--- config.mk ---
export PLATFORM = sky130hd
export DESIGN_NAME = job_io_sr
export DESIGN_NICKNAME = d
export VERILOG_FILES = /design/src/rtl/job_io_sr.sv
export SDC_FILE = /design/constraint.sdc
export NUM_CORES = 1
export LEC_CHECK = 0
export BUFFER_PORTS_ARGS = -buffer_cell sky130_fd_sc_hd__buf_2
export CAP_MARGIN = 20
export CORE_AREA = 5 5 279 281
export CTS_CLUSTER_SIZE = 28
export DETAILED_ROUTE_END_ITERATION = 8
export DIE_AREA = 0 0 284 286
export GPL_TIMING_DRIVEN = 0
export PLACE_DENSITY = 0.62
export SYNTH_ARGS = -nofsm -noshare
export SYNTH_HDL_FRONTEND = slang
export SYNTH_SLANG_ARGS = --single-unit
--- constraint.sdc ---
create_clock -name clk -period 4.5 [get_ports clk]
set_input_delay 0.45 -clock clk [delete_from_list [all_inputs] [get_ports clk]]
set_output_delay 0.45 -clock clk [all_outputs]
set_load 0.1 [all_outputs]
--- src/rtl/job_io_sr.sv ---
// job_io_sr: byte-serial job loader and result unloader on one clock.
// Define JOB_CSUM_EN to append a checksum beat to every job frame.
module job_io_sr #(
    parameter int DATA_W    = 8,
    parameter int JOB_BEATS = 80,
    parameter int RES_BEATS = 8,
    parameter int CNT_W     = 8
) (
    input  logic                          clk,
    input  logic                          rst,
    input  logic                          wr_en,
    input  logic [DATA_W-1:0]             data_in,
    input  logic                          job_clr,
    input  logic                          job_ack,
    output logic [JOB_BEATS*DATA_W-1:0]   job_data,
    output logic                          job_valid,
    output logic                          wr_ovf,
    output logic                          csum_err,
    input  logic                          res_load,
    input  logic [RES_BEATS*DATA_W-1:0]   res_in,
    input  logic                          rd_en,
    output logic [DATA_W-1:0]             data_out,
    output logic                          res_pending,
    output logic                          rd_unf
);
    localparam int JW = JOB_BEATS * DATA_W;
    localparam int RW = RES_BEATS * DATA_W;
`ifdef JOB_CSUM_EN
    localparam int FRAME = JOB_BEATS + 1;
`else
    localparam int FRAME = JOB_BEATS;
`endif

    typedef enum logic {COLLECT, HOLD} state_t;
    state_t state, state_nx;
    logic [CNT_W-1:0] wr_cnt, rd_cnt;
    logic [RW-1:0] res_sr;
    logic accept, last, frame_ok;

    assign accept    = wr_en && state == COLLECT && !job_clr;
    assign last      = accept && wr_cnt == CNT_W'(FRAME - 1);
    assign job_valid = state == HOLD;

`ifdef JOB_CSUM_EN
    logic [DATA_W-1:0] sum, sum_nx;
    assign sum_nx   = sum + data_in;
    assign frame_ok = sum_nx == '0;
    always_ff @(posedge clk) begin
        if (rst || job_clr) sum <= '0;
        else if (accept) sum <= last ? '0 : sum_nx;
        csum_err <= !rst && last && !frame_ok;
    end
`else
    assign frame_ok = 1'b1;
    assign csum_err = 1'b0;
`endif

    always_comb begin
        state_nx = job_clr ? COLLECT : state == HOLD ? (job_ack ? COLLECT : HOLD) : (last && frame_ok) ? HOLD : COLLECT;
    end

    always_ff @(posedge clk) begin
        if (rst) begin
            state    <= COLLECT;
            wr_cnt   <= '0;
            job_data <= '0;
            wr_ovf   <= 1'b0;
        end else begin
            state  <= state_nx;
            wr_cnt <= (job_clr || last) ? '0 : accept ? wr_cnt + 1'b1 : wr_cnt;
            // the checksum beat lands past JOB_BEATS and is never shifted in
            if (accept && wr_cnt < CNT_W'(JOB_BEATS)) job_data <= {job_data[JW-DATA_W-1:0], data_in};
            if (wr_en && state == HOLD && !job_clr) wr_ovf <= 1'b1;
        end
    end

    assign data_out    = res_sr[RW-1 -: DATA_W];
    assign res_pending = rd_cnt != '0;

    always_ff @(posedge clk) begin
        if (rst) begin
            res_sr <= '0;
            rd_cnt <= '0;
            rd_unf <= 1'b0;
        end else if (res_load) begin
            res_sr <= res_in;
            rd_cnt <= CNT_W'(RES_BEATS);
        end else if (rd_en) begin
            if (res_pending) begin
                res_sr <= {res_sr[RW-DATA_W-1:0], {DATA_W{1'b0}}};
                rd_cnt <= rd_cnt - 1'b1;
            end else begin
                rd_unf <= 1'b1;
            end
        end
    end
endmodule

# Yosys cells after proc, flatten, opt, wreduce, memory -nomap -nowiden
# Index checks and enable logic that the tools add are counted.
[classes] n_addsub=2 order_cmp=1 n_eq_ne=1 muxes=9 n_bitwise=3 reduce_logical=17
[op_table] cell="$mux W64" count=3
[op_table] cell="$mux W4" count=3
[op_table] cell="$add A8 B1 Y8 const B" count=1
[op_table] cell="$eq A8 B7 Y1 const B" count=1
[op_table] cell="$lt A8 B7 Y1 const B" count=1
[op_table] cell="$reduce_bool A8 Y1" count=1
[op_table] cell="$sub A8 B1 Y8 const B" count=1
[op_table] cell="$logic_and A1 B1 Y1" count=6
[op_table] cell="$reduce_or A2 Y1" count=3
[op_table] cell="$reduce_and A2 Y1" count=2
[op_table] cell="$reduce_bool A2 Y1" count=2
[op_table] cell="$mux W1" count=3
[op_table] cell="$not A1 Y1" count=3
[op_table] cell="$reduce_and A3 Y1" count=1
[op_table] cell="$logic_not A1 Y1" count=1
[op_table] cell="$logic_or A1 B1 Y1" count=1
[totals] ff_bits=723 inputBits=79

# Logic depth before layout (Yosys ltp)
# Gate-level depths: netlist of the first run.
[depth] word_depth=6 ltp_mapped=8 depth_no_buf=6

# Worst setup path after synthesis of the first run
# No wires, ideal clock.
[synth_path] path_type="reg2reg" start="register state, in the netlist job_valid" end="register job_data[581]" setup_time_ns=0.070 t_arrival_ns=2.185 setup_slack_ns=2.245 path_stages_with_launch=9 path_buffers=4 synth_period_minus_slack_ns=2.255 path_cell_list="dfxtp_1 -> nor3b_1 -> buf_2 -> nand3b_1 -> buf_2 -> clkbuf_1 -> buf_2 -> nand2_1 -> a21oi_1"
[synth_between] elab_chain_len=4
[synth_rtl] element="from (decl)" line_no="35" rtl="state_t state, state_nx;"
[synth_rtl] element="from (signal assigned)" line_no="69" rtl="state <= state_nx;"
[synth_rtl] element="$not A1 Y1" line_no="40" rtl="assign accept = wr_en && state == COLLECT && !job_clr;"
[synth_rtl] element="$logic_and A1 B1 Y1 (2 in a row)" line_no="40"
[synth_rtl] element="$logic_and A1 B1 Y1" line_no="72" rtl="if (accept && wr_cnt < CNT_W'(JOB_BEATS)) job_data <= {job_data[JW-DATA_W-1:0], data_in};"
[synth_rtl] element="to (signal assigned)" line_no="72"
[synth_rtl] element="to (decl)" line_no="15" rtl="output logic [JOB_BEATS*DATA_W-1:0] job_data,"
# No other way between the ends.
# A chain may end at the register's enable or synchronous reset.

# Worst setup path in the final report of the first run
[layout_path] start="register rd_cnt[0]" end="register res_sr[46]"
[layout_between] elab_chain_len=3
[layout_rtl] element="from (decl)" line_no="36" rtl="logic [CNT_W-1:0] wr_cnt, rd_cnt;"
[layout_rtl] element="from (signal assigned)" line_no="87" rtl="rd_cnt <= CNT_W'(RES_BEATS);"
[layout_rtl] element="from (signal assigned)" line_no="91" rtl="rd_cnt <= rd_cnt - 1'b1;"
[layout_rtl] element="$reduce_bool A8 Y1" line_no="78" rtl="assign res_pending = rd_cnt != '0;"
[layout_rtl] element="$reduce_bool A2 Y1 (no line)"
[layout_rtl] element="$reduce_and A2 Y1 (no line)"
[layout_rtl] element="to (signal assigned)" line_no="86" rtl="res_sr <= res_in;"
[layout_rtl] element="to (signal assigned)" line_no="90" rtl="res_sr <= {res_sr[RW-DATA_W-1:0], {DATA_W{1'b0}}};"
[layout_rtl] element="to (decl)" line_no="37" rtl="logic [RW-1:0] res_sr;"
# No other way between the ends.

==> summary.txt, run 1 <==
Initial Utilization: 34.4%
Syn Inst Count: 3233
first-pass GRT wire length: 139000 µm
share of cells above drive strength 1: 25.7%
CP required: 5.02 ns
GP Congestion: 0.889
Overflow after GRT: 0
Synth cell types: 45
final worst slack: 1.87 ns
Area Overhead vs Synth: 29.2%
Yosys reg bits: 723
Detailed Place HPWL: 71200 µm
synth top area cells: dfxtp_1, nand2_1, a21oi_1
Clk pwr share: 47.1%
fin crit share: 58.4%
H-tree levels: 3
RSZ-0062 raised after global routing: no
post-CTS resize count: 0
crit path time final: 2.63 ns
final setup vio count: 0
Tot GR Track Use: 21.4%
status: finished clean
Synth async-reset ratio: 0%
Site Rows: 101
CTS Buffer Depth: 3
Synth Net Count: 3315
crit end category: flop
# port buffers: 728
Setup WS pre-CTS: 1.35 ns
initial antenna violation count: 8
Clock Tree Root: clkbuf_16
Vias/cell: 4.79
worst-margin pin slew: 1.00 ns
CTS clock-pin slew for the worst setup and hold paths: 0.06 ns
Avg Cell Area, Syn: 7.99 µm²
pwr dens: 415 nW/µm²
Die Y: 286 µm
DRT iter0 DRCs: 1460
vias in the first global route: 22911
Comb power frac: 6.1%
final hold vios: 0
post-synth top area share: 56.0%
WHS Path Cells: 3
die area: 81200 µm²
Synth area leader: dfxtp_1
internal power: 10.5 mW
count leader, synth: nand2_1
Routed Antenna Nets: 0
f_max: 380 MHz
cts bufs inserted: 80
hold_buf cts: 0
postcts setup bufs: 0
Leak Pwr: 13.9 nW
WL/cell: 18.2 µm
Critical Path AT: 3.15 ns
largest net degree at the start of global routing: 14
Worst-Skew Late Latency: 0.63 ns
Fin Setup TNS: 0 ns
post-synthesis cell area: 25800 µm²
clk_skew: 0.0408 ns
worst reg2reg path depth: 8
Fillers: 7648
CTS tree: yes
Rel. slew slack: 33.0%
worst-case vdd ir drop: 0.349 mV
Net count, final: 4125
crit-path max FO: 10
Core ar.: 75200 µm²
worst hold margin: 0.0607 ns
Die W: 284 µm
sw frac: 24.5%
Final Max Tran Viols: 0
Syn. warnings: 0
Min-Delay Path Class: in2reg
Synth Flop Type: dfxtp_1
max-cap viol count: 0
sw power: 3.40 mW
Post-synth EDFFs: 0
I/O pin total: 732
sequential area share after synthesis: 56.0%
1st-pass router iterations: 7
Vias: 24358
top post-synthesis cells by count: nand2_1, dfxtp_1, a21oi_1, buf_2, clkbuf_1
total wire length: 92500 µm
Seq pwr share: 46.8%
# clock sinks: 723
DRC Markers: 0
crit path launch type: flop
crit path kind: reg2reg
path summary, 6_finish.rpt:
kind                                 to  slack, ns                        from
max             res_sr[46]$_SDFFE_PP0P_       1.87      rd_cnt[0]$_SDFFE_PP0P_
min            job_data[6]$_SDFFE_PP0P_       0.06                  data_in[6]
max reg2reg     res_sr[46]$_SDFFE_PP0P_       1.87      rd_cnt[0]$_SDFFE_PP0P_
min reg2reg  job_data[217]$_SDFFE_PP0P_       0.45  job_data[209]$_SDFFE_PP0P_
routing by layer:
layer | up-vias | global-route usage [%] | wire length, µm
met5 | - | 0 | 22
met4 | 4 | 7.98 | 3630
met3 | 173 | 6.53 | 7020
met2 | 698 | 36.0 | 44100
met1 | 11347 | 25.9 | 37800
li1 | 12136 | - | -
power groups by stage:
stage	registers [mW]	logic [mW]	clock network, mW
floorplan	6.66	0.565	0
global placement	6.63	0.846	0
detailed placement	6.63	0.845	0
CTS	6.49	0.849	6.66
global route	6.50	0.921	6.95
finish	6.50	0.846	6.53
sequential cells by signal, indices dropped and copies added, names as in the netlist:
| name | count |
|---|---|
| wr_cnt | 8 |
| rd_unf | 1 |
| rd_cnt | 8 |
| wr_ovf | 1 |
| job_data | 640 |
| job_valid | 1 |
| res_sr | 64 |
final cells by class:
| class | count | area, µm² | share of cell area (%) |
|---|---|---|---|
| multi-input combinational | 2191 | 9940 | 29.8 |
| sequential | 723 | 14500 | 43.3 |
| tap | 978 | 1220 | 3.66 |
| timing repair buffer | 728 | 3640 | 10.9 |
| buffer | 259 | 1200 | 3.60 |
| clock inverter | 31 | 353 | 1.06 |
| clock buffer | 115 | 2320 | 6.96 |
| antenna | 2 | 5.00 | 0.0150 |
| inverter | 60 | 225 | 0.674 |
worst max-delay path, stage by stage, from the launching register on:
cell	delay, ns
dfxtp_1	0.42
inv_1	0.09
ha_1	0.23
nor3b_1	0.18
a21boi_1	0.47
buf_2	0.33
buf_1	0.39
a21oi_1	0.17
a221oi_2	0.25
placed cells by master, fill, tap and decap left out, drive strengths merged, types with 2 or more instances in the layout:
cell	n
buf	873
mux2i	2
nand3	11
nor2	19
nand4	3
xor2	10
and3	2
clkinv	22
a21boi	2
clkinvlp	4
nor3b	2
a221oi	56
o21ai	4
diode	2
xnor2	2
nor4b	2
a21oi	706
nand2	1348
bufinv	3
clkbuf	229
inv	62
ha	3
dfxtp	723
cells by family (layout without fill, tap and decap cells):
kind of cell / count (synthesis) / count (layout) / share of synthesized area (%)
AOI/OAI and AO/OA: 773 / 773 / 17.1
xor gates and xnor gates: 12 / 12 / 0.407
adders and majority gates: 3 / 3 / 0.145
buffers and inverters: 319 / 1193 / 5.53
DFF: 723 / 723 / 56.0
muxes: 2 / 2 / 0.0775
other: 1 / 3 / 0.0145
and+or+nand+nor: 1400 / 1400 / 20.7
through the flow:
stage               instance area (µm²)  std cells  power [mW]  utilization, %
detailed placement                30700       4939        7.48            40.8
floorplan                         25800       3233        7.23               -
finish                            33400       5087        13.9            44.4
global placement                  30700       4939        7.48            40.8
CTS                               33400       5085        14.0            44.4
global route                      33400       5087        14.4            44.4
(Power assumes the default switching activity.)
==> run 2, diff against run 1 <==
CORE_AREA = 5 5 278 280   (was 5 5 279 281)
DIE_AREA = 0 0 283 285   (was 0 0 284 286)
PLACE_DENSITY = 0.64   (was 0.62)
clock period = 2.3 ns   (was 4.5 ns; I/O delays follow)
==> run 2 against run 1 <==
Net effect: die area shrank 0.70%; routed wire length rose by 2.2%; flip-flop and latch count unchanged; highest routed layer is now met4; clock-buffer cell count stayed put; maximum frequency increased by 20%; global-route usage grew 0.80 points; largest cell class unchanged; clock skew up 0.0048 ns; sequential share of layout area fell by 0.90 points; design area up 2.1%.
==> summary.txt, run 2 (same netlist as run 1, synthesis figures left out) <==
status: finished clean
Final Max Tran Viols: 0 (unchanged)
pwr dens: 796 nW/µm² (+92%)
CP bufs+invs: 2 (-1)
Initial Utilization: 34.8% (+0.46 points)
clk_skew: 0.0456 ns (+0.00479 ns)
DRT iter0 DRCs: 1673 (+15%)
final setup vio count: 0 (unchanged)
Vias/cell: 4.86 (+1.4%)
crit path kind: reg2reg
GP Congestion: 0.920 (+3.5%)
crit path time final: 2.19 ns (-0.443 ns)
CP required: 2.80 ns (-2.22 ns)
cts bufs inserted: 78 (-2.5%)
reg-to-reg critical path endpoint: res_sr[34]$_SDFFE_PP0P_
Site Rows: 100 (-0.99%)
Area Overhead vs Synth: 31.9%
slowest CP cell: buf_1
# clock sinks: 723 (unchanged)
max FFs per register: 640 (unchanged)
Overflow after GRT: 0 (unchanged)
Hold Startpoint: job_clr
crit-path max FO: 10 (unchanged)
WL/cell: 18.4 µm (+0.98%)
postcts setup bufs: 0 (unchanged)
WHS Path Cells: 4 (+1)
CTS clock-pin slew for the worst setup and hold paths: 0.06 ns (about the same)
fin crit share: 95.0% (+37 points)
top layer in use: met4
Fillers: 7346 (-3.9%)
Worst R2R Start: rd_cnt[0]$_SDFFE_PP0P_
crit path launch type: flop
Post-Layout Cell Count: 5146 (+1.2%)
Die Y: 285 µm (-0.35%)
Area after DPL: 30700 µm² (about the same)
Leak Pwr: 14.2 nW (+2.3%)
worst-case vdd ir drop: 0.485 mV (+39%)
Reg2Reg Setup Slack: 0.11 ns (-1.76 ns)
Final Cell Area: 34100 µm² (+2.1%)
DRC Markers: 0 (unchanged)
initial antenna violation count: 2 (-6)
Routed Antenna Nets: 0 (unchanged)
die area: 80700 µm² (-0.70%)
Final Total Pwr: 27.1 mW (+96%)
Min-Delay Path Class: in2reg
Die W: 283 µm (-0.35%)
worst reg2reg path depth: 7 (-1)
Detailed Place HPWL: 71600 µm (+0.53%)
biggest regs: job_data x640, res_sr x64
f_max: 458 MHz (+20%)
Core ar.: 74200 µm² (-1.3%)
most common cell after layout, fill and taps aside: nand2_1
area occupied by multi-input gates: 9950 µm² (about the same)
crit end category: flop
total wire length: 94500 µm (+2.2%)
Vias: 24988 (+2.6%)
placed cells: 4930 (-0.18%)
worst-margin pin slew: 0.840 ns (-0.165 ns)
H-tree levels: 3 (unchanged)
Top Family by Delay on Critical Path: compound AO/OA/AOI/OAI gates
Setup WS pre-CTS: -0.842 ns (-2.19 ns)
Worst path max stage delay: 0.42 ns (-0.05 ns)
Critical Path AT: 2.68 ns (-0.47 ns)
final worst slack: 0.114 ns (-1.76 ns)
I/O pin total: 732 (unchanged)
Routed met2 length: 44900 µm (+1.9%)
Sequential Area: 14500 µm² (unchanged)
met3 wire len: 7340 µm (+4.6%)
Net count, final: 4199 (+1.8%)
most frequent cells in the layout: nand2_1, buf_2, dfxtp_1, a21oi_1, clkbuf_1
first-pass GRT wire length: 145000 µm (+3.9%)
CTS Buffer Depth: 3 (unchanged)
Tot GR Track Use: 22.2% (+0.80 points)
max-cap viol count: 0 (unchanged)
wl on met1: 38300 µm (+1.4%)
largest net degree at the start of global routing: 20 (+6)
CTS tree: yes
# port buffers: 728 (unchanged)
vias in the first global route: 23913 (+4.4%)
worst min-delay path endpoint: wr_cnt[4]$_SDFFE_PP0P_
share of cells above drive strength 1: 25.4% (-0.30 points)
crit path cell chain: inv_1 -> ha_1 -> nor3b_2 -> a21boi_2 -> buf_1 -> a21oi_1 -> a221oi_2
Rel. slew slack: 44.0% (+11 points)
Clock Tree Root: clkbuf_16
final hold vios: 0 (unchanged)
Reg with most FFs: job_data
1st-pass router iterations: 5 (-2)
Worst-Skew Late Latency: 0.62 ns (about the same)
-- run 2: cell count changes in the layout (fill, tap and decap cells not counted), moves of 9 or more --
cell,before,now
clkbuf_2,0,13
clkinv_2,16,7
clkbuf_1,130,118
dlygate4sd3_1,0,77
-- run 2: power breakdown --
part	internal (mW)	total, mW	switching [mW]
Sequential	12.6	12.7	0.0723
Combinational	0.503	1.78	1.27
Clock	7.34	12.7	5.33
-- run 2: routing by layer --
metal / track usage, % / vias to the layer above
li1: - / 12277
met5: 0 / -
met3: 6.47 / 192
met4: 9.09 / 0
met1: 26.5 / 11688
met2: 37.6 / 831
-- run 2: layout make-up --
class | count | area share (%)
Buffer | 258 | 3.59
Clock buffer | 115 | 6.63
Antenna cell | 2 | 0.0147
Inverter | 60 | 0.660
Multi-Input combinational cell | 2191 | 29.2
Sequential cell | 723 | 42.4
Timing Repair Buffer | 805 | 13.0
Tap cell | 969 | 3.56
Clock inverter | 23 | 0.972
-- run 2: per-stage QoR --
step	setup TNS [ns]	util [%]	hold WS, ns
after floorplan	0	-	0.366
after global placement	-203.35	41.4	0.440
after detailed placement	-173.21	41.4	0.450
after CTS	0	45.9	0.0552
after global routing	-0.00758	46.0	0.167
final	0	46.0	0.105
-- run 2: how the worst max path moves through the flow --
stage	startpoint	endpoint	depth (start not counted)
after floorplan	job_valid$_SDFF_PP0_	job_data[581]$_SDFFE_PP0P_	8
after global placement	rst	job_data[370]$_SDFFE_PP0P_	5
after detailed placement	rst	job_data[367]$_SDFFE_PP0P_	5
after CTS	wr_cnt[4]$_SDFFE_PP0P_	job_data[407]$_SDFFE_PP0P_	7
after global routing	rd_cnt[0]$_SDFFE_PP0P_	res_sr[34]$_SDFFE_PP0P_	7
final	rd_cnt[0]$_SDFFE_PP0P_	res_sr[34]$_SDFFE_PP0P_	7
-- run 2: tightest hold or removal path: stages --
cell,delay [ns]
buf_2,0.10
nor2_1,0.05
nand2_1,0.22
nor2_1,0.08
-- run 2: timing repair --
item / in CTS / in global routing
gates resized for setup: 8 / 25
hold buffers: 77 / 0
pin swaps: 0 / 0
endpoints found under the hold margin: 76 / 0
setup endpoints to repair: 276 / 556
==> run 3, diff against run 2 <==
PLACE_DENSITY = 0.68   (was 0.64)
REMOVE_ABC_BUFFERS = 1   (was not set)
==> run 3 against run 2 <==
Net effect: via count is 3.8% lower; global-route usage decreased by 3.1 points; worst hold slack got worse by 0.019 ns; design area rose by 1.3%; non-clock buffer count fell by 189; maximum frequency down 1.2%; critical path type unchanged; critical endpoint is now job_data[521]$_SDFFE_PP0P_; largest power group is now the clock network.
==> summary.txt, run 3 (same netlist as run 1, synthesis figures left out) <==
status: finished clean
H-tree levels: 3 (unchanged)
reg-to-reg critical path endpoint: job_data[521]$_SDFFE_PP0P_
most common cell after layout, fill and taps aside: nand2_1
met3 wire len: 6830 µm (-6.9%)
DRC Markers: 0 (unchanged)
worst-case vdd ir drop: 0.630 mV (+30%)
1st-pass router iterations: 5 (unchanged)
CTS clock-pin slew for the worst setup and hold paths: 0.06 ns (about the same)
Worst R2R Start: wr_cnt[4]$_SDFFE_PP0P_
Detailed Place HPWL: 54200 µm (-24%)
biggest regs: job_data x640, res_sr x64
sw power: 6.38 mW (-4.4%)
crit-path max FO: 30 (+20)
Clock Tree Root: clkbuf_16
wl on met1: 32500 µm (-15%)
worst reg2reg path depth: 9 (+2)
I/O pin total: 732 (unchanged)
critical path depth in cells: 9 (+2)
internal power: 21.5 mW (+4.9%)
DRT iter0 DRCs: 1499 (-10%)
crit end category: flop
Vias: 24043 (-3.8%)
die area: 80700 µm² (unchanged)
Comb power frac: 6.8% (+0.3 points)
slowest CP cell: dfxtp_2
Final Total Pwr: 27.9 mW (+2.6%)
max-cap viol count: 0 (unchanged)
# port buffers: 730 (+0.27%)
Net count, final: 4014 (-4.4%)
Rel. slew slack: 39.1% (-4.9 points)
crit path kind: reg2reg
GP Congestion: 0.831 (-9.7%)
final setup vio count: 0 (unchanged)
first-pass GRT wire length: 127000 µm (-12%)
Post-Layout Cell Count: 4963 (-3.6%)
Seq pwr share: 45.6% (-1.2 points)
Routed met2 length: 39500 µm (-12%)
Die Y: 285 µm (unchanged)
Reg with most FFs: job_data
crit path cell chain: o21ai_4 -> and3b_4 -> buf_16 -> buf_16 -> buf_16 -> buf_16 -> buf_16 -> nand2_1 -> a21oi_1
# clock sinks: 723 (unchanged)
Reg2Reg Setup Slack: 0.09 ns (-0.03 ns)
CP required: 2.80 ns (about the same)
Hold Startpoint: rst
Initial Utilization: 34.8% (unchanged)
Critical Path AT: 2.72 ns (+0.04 ns)
crit path launch type: flop
top layer in use: met4
most frequent cells in the layout: nand2_1, buf_2, dfxtp_1, a21oi_1, clkbuf_16
largest net degree at the start of global routing: 145 (+630%)
f_max: 452 MHz (-1.2%)
total wire length: 82800 µm (-12%)
share of cells above drive strength 1: 24.8% (-0.53 points)
fin crit share: 96.2% (+1.1 points)
Fillers: 7118 (-3.1%)
Die W: 283 µm (unchanged)
max FFs per register: 640 (unchanged)
CTS Buffer Depth: 3 (unchanged)
initial antenna violation count: 3 (+1)
clk_skew: 0.0323 ns (-0.0133 ns)
Tot GR Track Use: 19.1% (-3.1 points)
pwr dens: 806 nW/µm² (+1.3%)
final hold vios: 0 (unchanged)
crit path launch: wr_cnt[4]$_SDFFE_PP0P_
Area Overhead vs Synth: 33.7%
Leak Pwr: 14.2 nW (+0.45%)
most frequent CP cell: buf_16
worst setup path endpoint: job_data[521]$_SDFFE_PP0P_
Site Rows: 100 (unchanged)
Vias/cell: 4.84 (-0.23%)
RSZ-0062 raised after global routing: yes
CP bufs+invs: 5 (+3)
Min-Delay Path Class: in2reg
final worst slack: 0.0884 ns (-0.0260 ns)
Worst-Skew Late Latency: 0.61 ns (about the same)
vias in the first global route: 22735 (-4.9%)
CTS tree: yes
Setup WS pre-CTS: -1.42 ns (-0.575 ns)
WL/cell: 16.7 µm (-9.2%)
Top Family by Delay on Critical Path: buffers and inverters
Core ar.: 74200 µm² (unchanged)
Worst path max stage delay: 0.36 ns (-0.06 ns)
Overflow after GRT: 0 (unchanged)
cts bufs inserted: 78 (unchanged)
WHS Path Cells: 2 (-2)
crit path time final: 2.21 ns (+0.0260 ns)
placed cells: 4722 (-4.2%)
worst-margin pin slew: 0.913 ns (+0.0732 ns)
Routed Antenna Nets: 0 (unchanged)
Final Max Tran Viols: 0 (unchanged)
Core Util, Final: 46.6% (+0.62 points)
sw frac: 22.9% (-1.7 points)
Clk pwr share: 47.6% (+0.9 points)
==> run 3: cell count changes in the layout (fill, tap and decap cells not counted), moves of 13 or more <==
cell,previous run,this run
buf_2,852,729
clkbuf_1,118,16
buf_16,0,24
buf_8,0,21
clkbuf_2,13,0
==> run 3: what timing repair did <==
item / CTS / global route
gates cloned: 12 / 4
pin swaps: 6 / 3
hold buffers: 76 / 0
setup buffers: 9 / 2
setup endpoints to repair: 689 / 161
hold endpoints to repair: 74 / 0
gates resized for setup: 12 / 11
==> run 3: routing by layer <==
metal	global-route usage [%]	vias up
li1	-	11889
met1	22.1	11124
met2	32.2	840
met3	6.05	190
met4	9.15	0
met5	0	-
==> run 3: area by class of cell <==
| type | instances | area, µm² | area share (%) |
|---|---|---|---|
| Antenna cell | 3 | 7.51 | 0.0217 |
| Clock inverter | 23 | 427 | 1.23 |
| Sequential cell | 723 | 14500 | 41.9 |
| Multi-Input combinational cell | 2195 | 10100 | 29.1 |
| Timing Repair Buffer | 874 | 5830 | 16.9 |
| Tap cell | 969 | 1210 | 3.51 |
| Inverter | 60 | 225 | 0.652 |
| Clock buffer | 116 | 2330 | 6.73 |
==> run 3: worst register-to-register path: cells and delay by family, from the launching register on <==
family | cells | cell delay (ns)
AO/OA/AOI/OAI | 2 | 0.36
buffers and inverters | 5 | 1.00
AND/OR/NAND/NOR | 2 | 0.39
flip-flops | 1 | 0.36
==> run 3: worst min-delay path by stage <==
| stage | slack, ns | to |
|---|---|---|
| 6_report | 0.09 | job_data[44]$_SDFFE_PP0P_ |
| 5_1_grt | 0.08 | job_data[68]$_SDFFE_PP0P_ |
| 4_1_cts | 0.02 | rd_unf$_SDFFE_PP0P_ |
| 3_5_place_dp | 0.44 | job_data[637]$_SDFFE_PP0P_ |
| 3_3_place_gp | 0.44 | job_data[635]$_SDFFE_PP0P_ |
| 2_1_floorplan | 0.30 | res_sr[11]$_SDFFE_PP0P_ |
==> run 3: power by group through the flow <==
stage	Combinational [mW]	Clock [mW]	Sequential (mW)
finish	1.89	13.3	12.7
detailed placement	1.60	0	13.0
global route	2.02	14.1	12.7
global placement	1.45	0	13.0
floorplan	0.666	0	13.1
CTS	1.83	13.6	12.7
==> run 3: per-stage QoR <==
step	TNS (ns)	hold WS (ns)	instance area [µm²]
6_report	0	0.0862	34600
5_1_grt	-0.0337	0.0820	34600
4_1_cts	0	0.0234	34500
3_5_place_dp	-512.54	0.443	30500
3_3_place_gp	-	0.439	29500
2_1_floorplan	-7695.61	0.296	24600
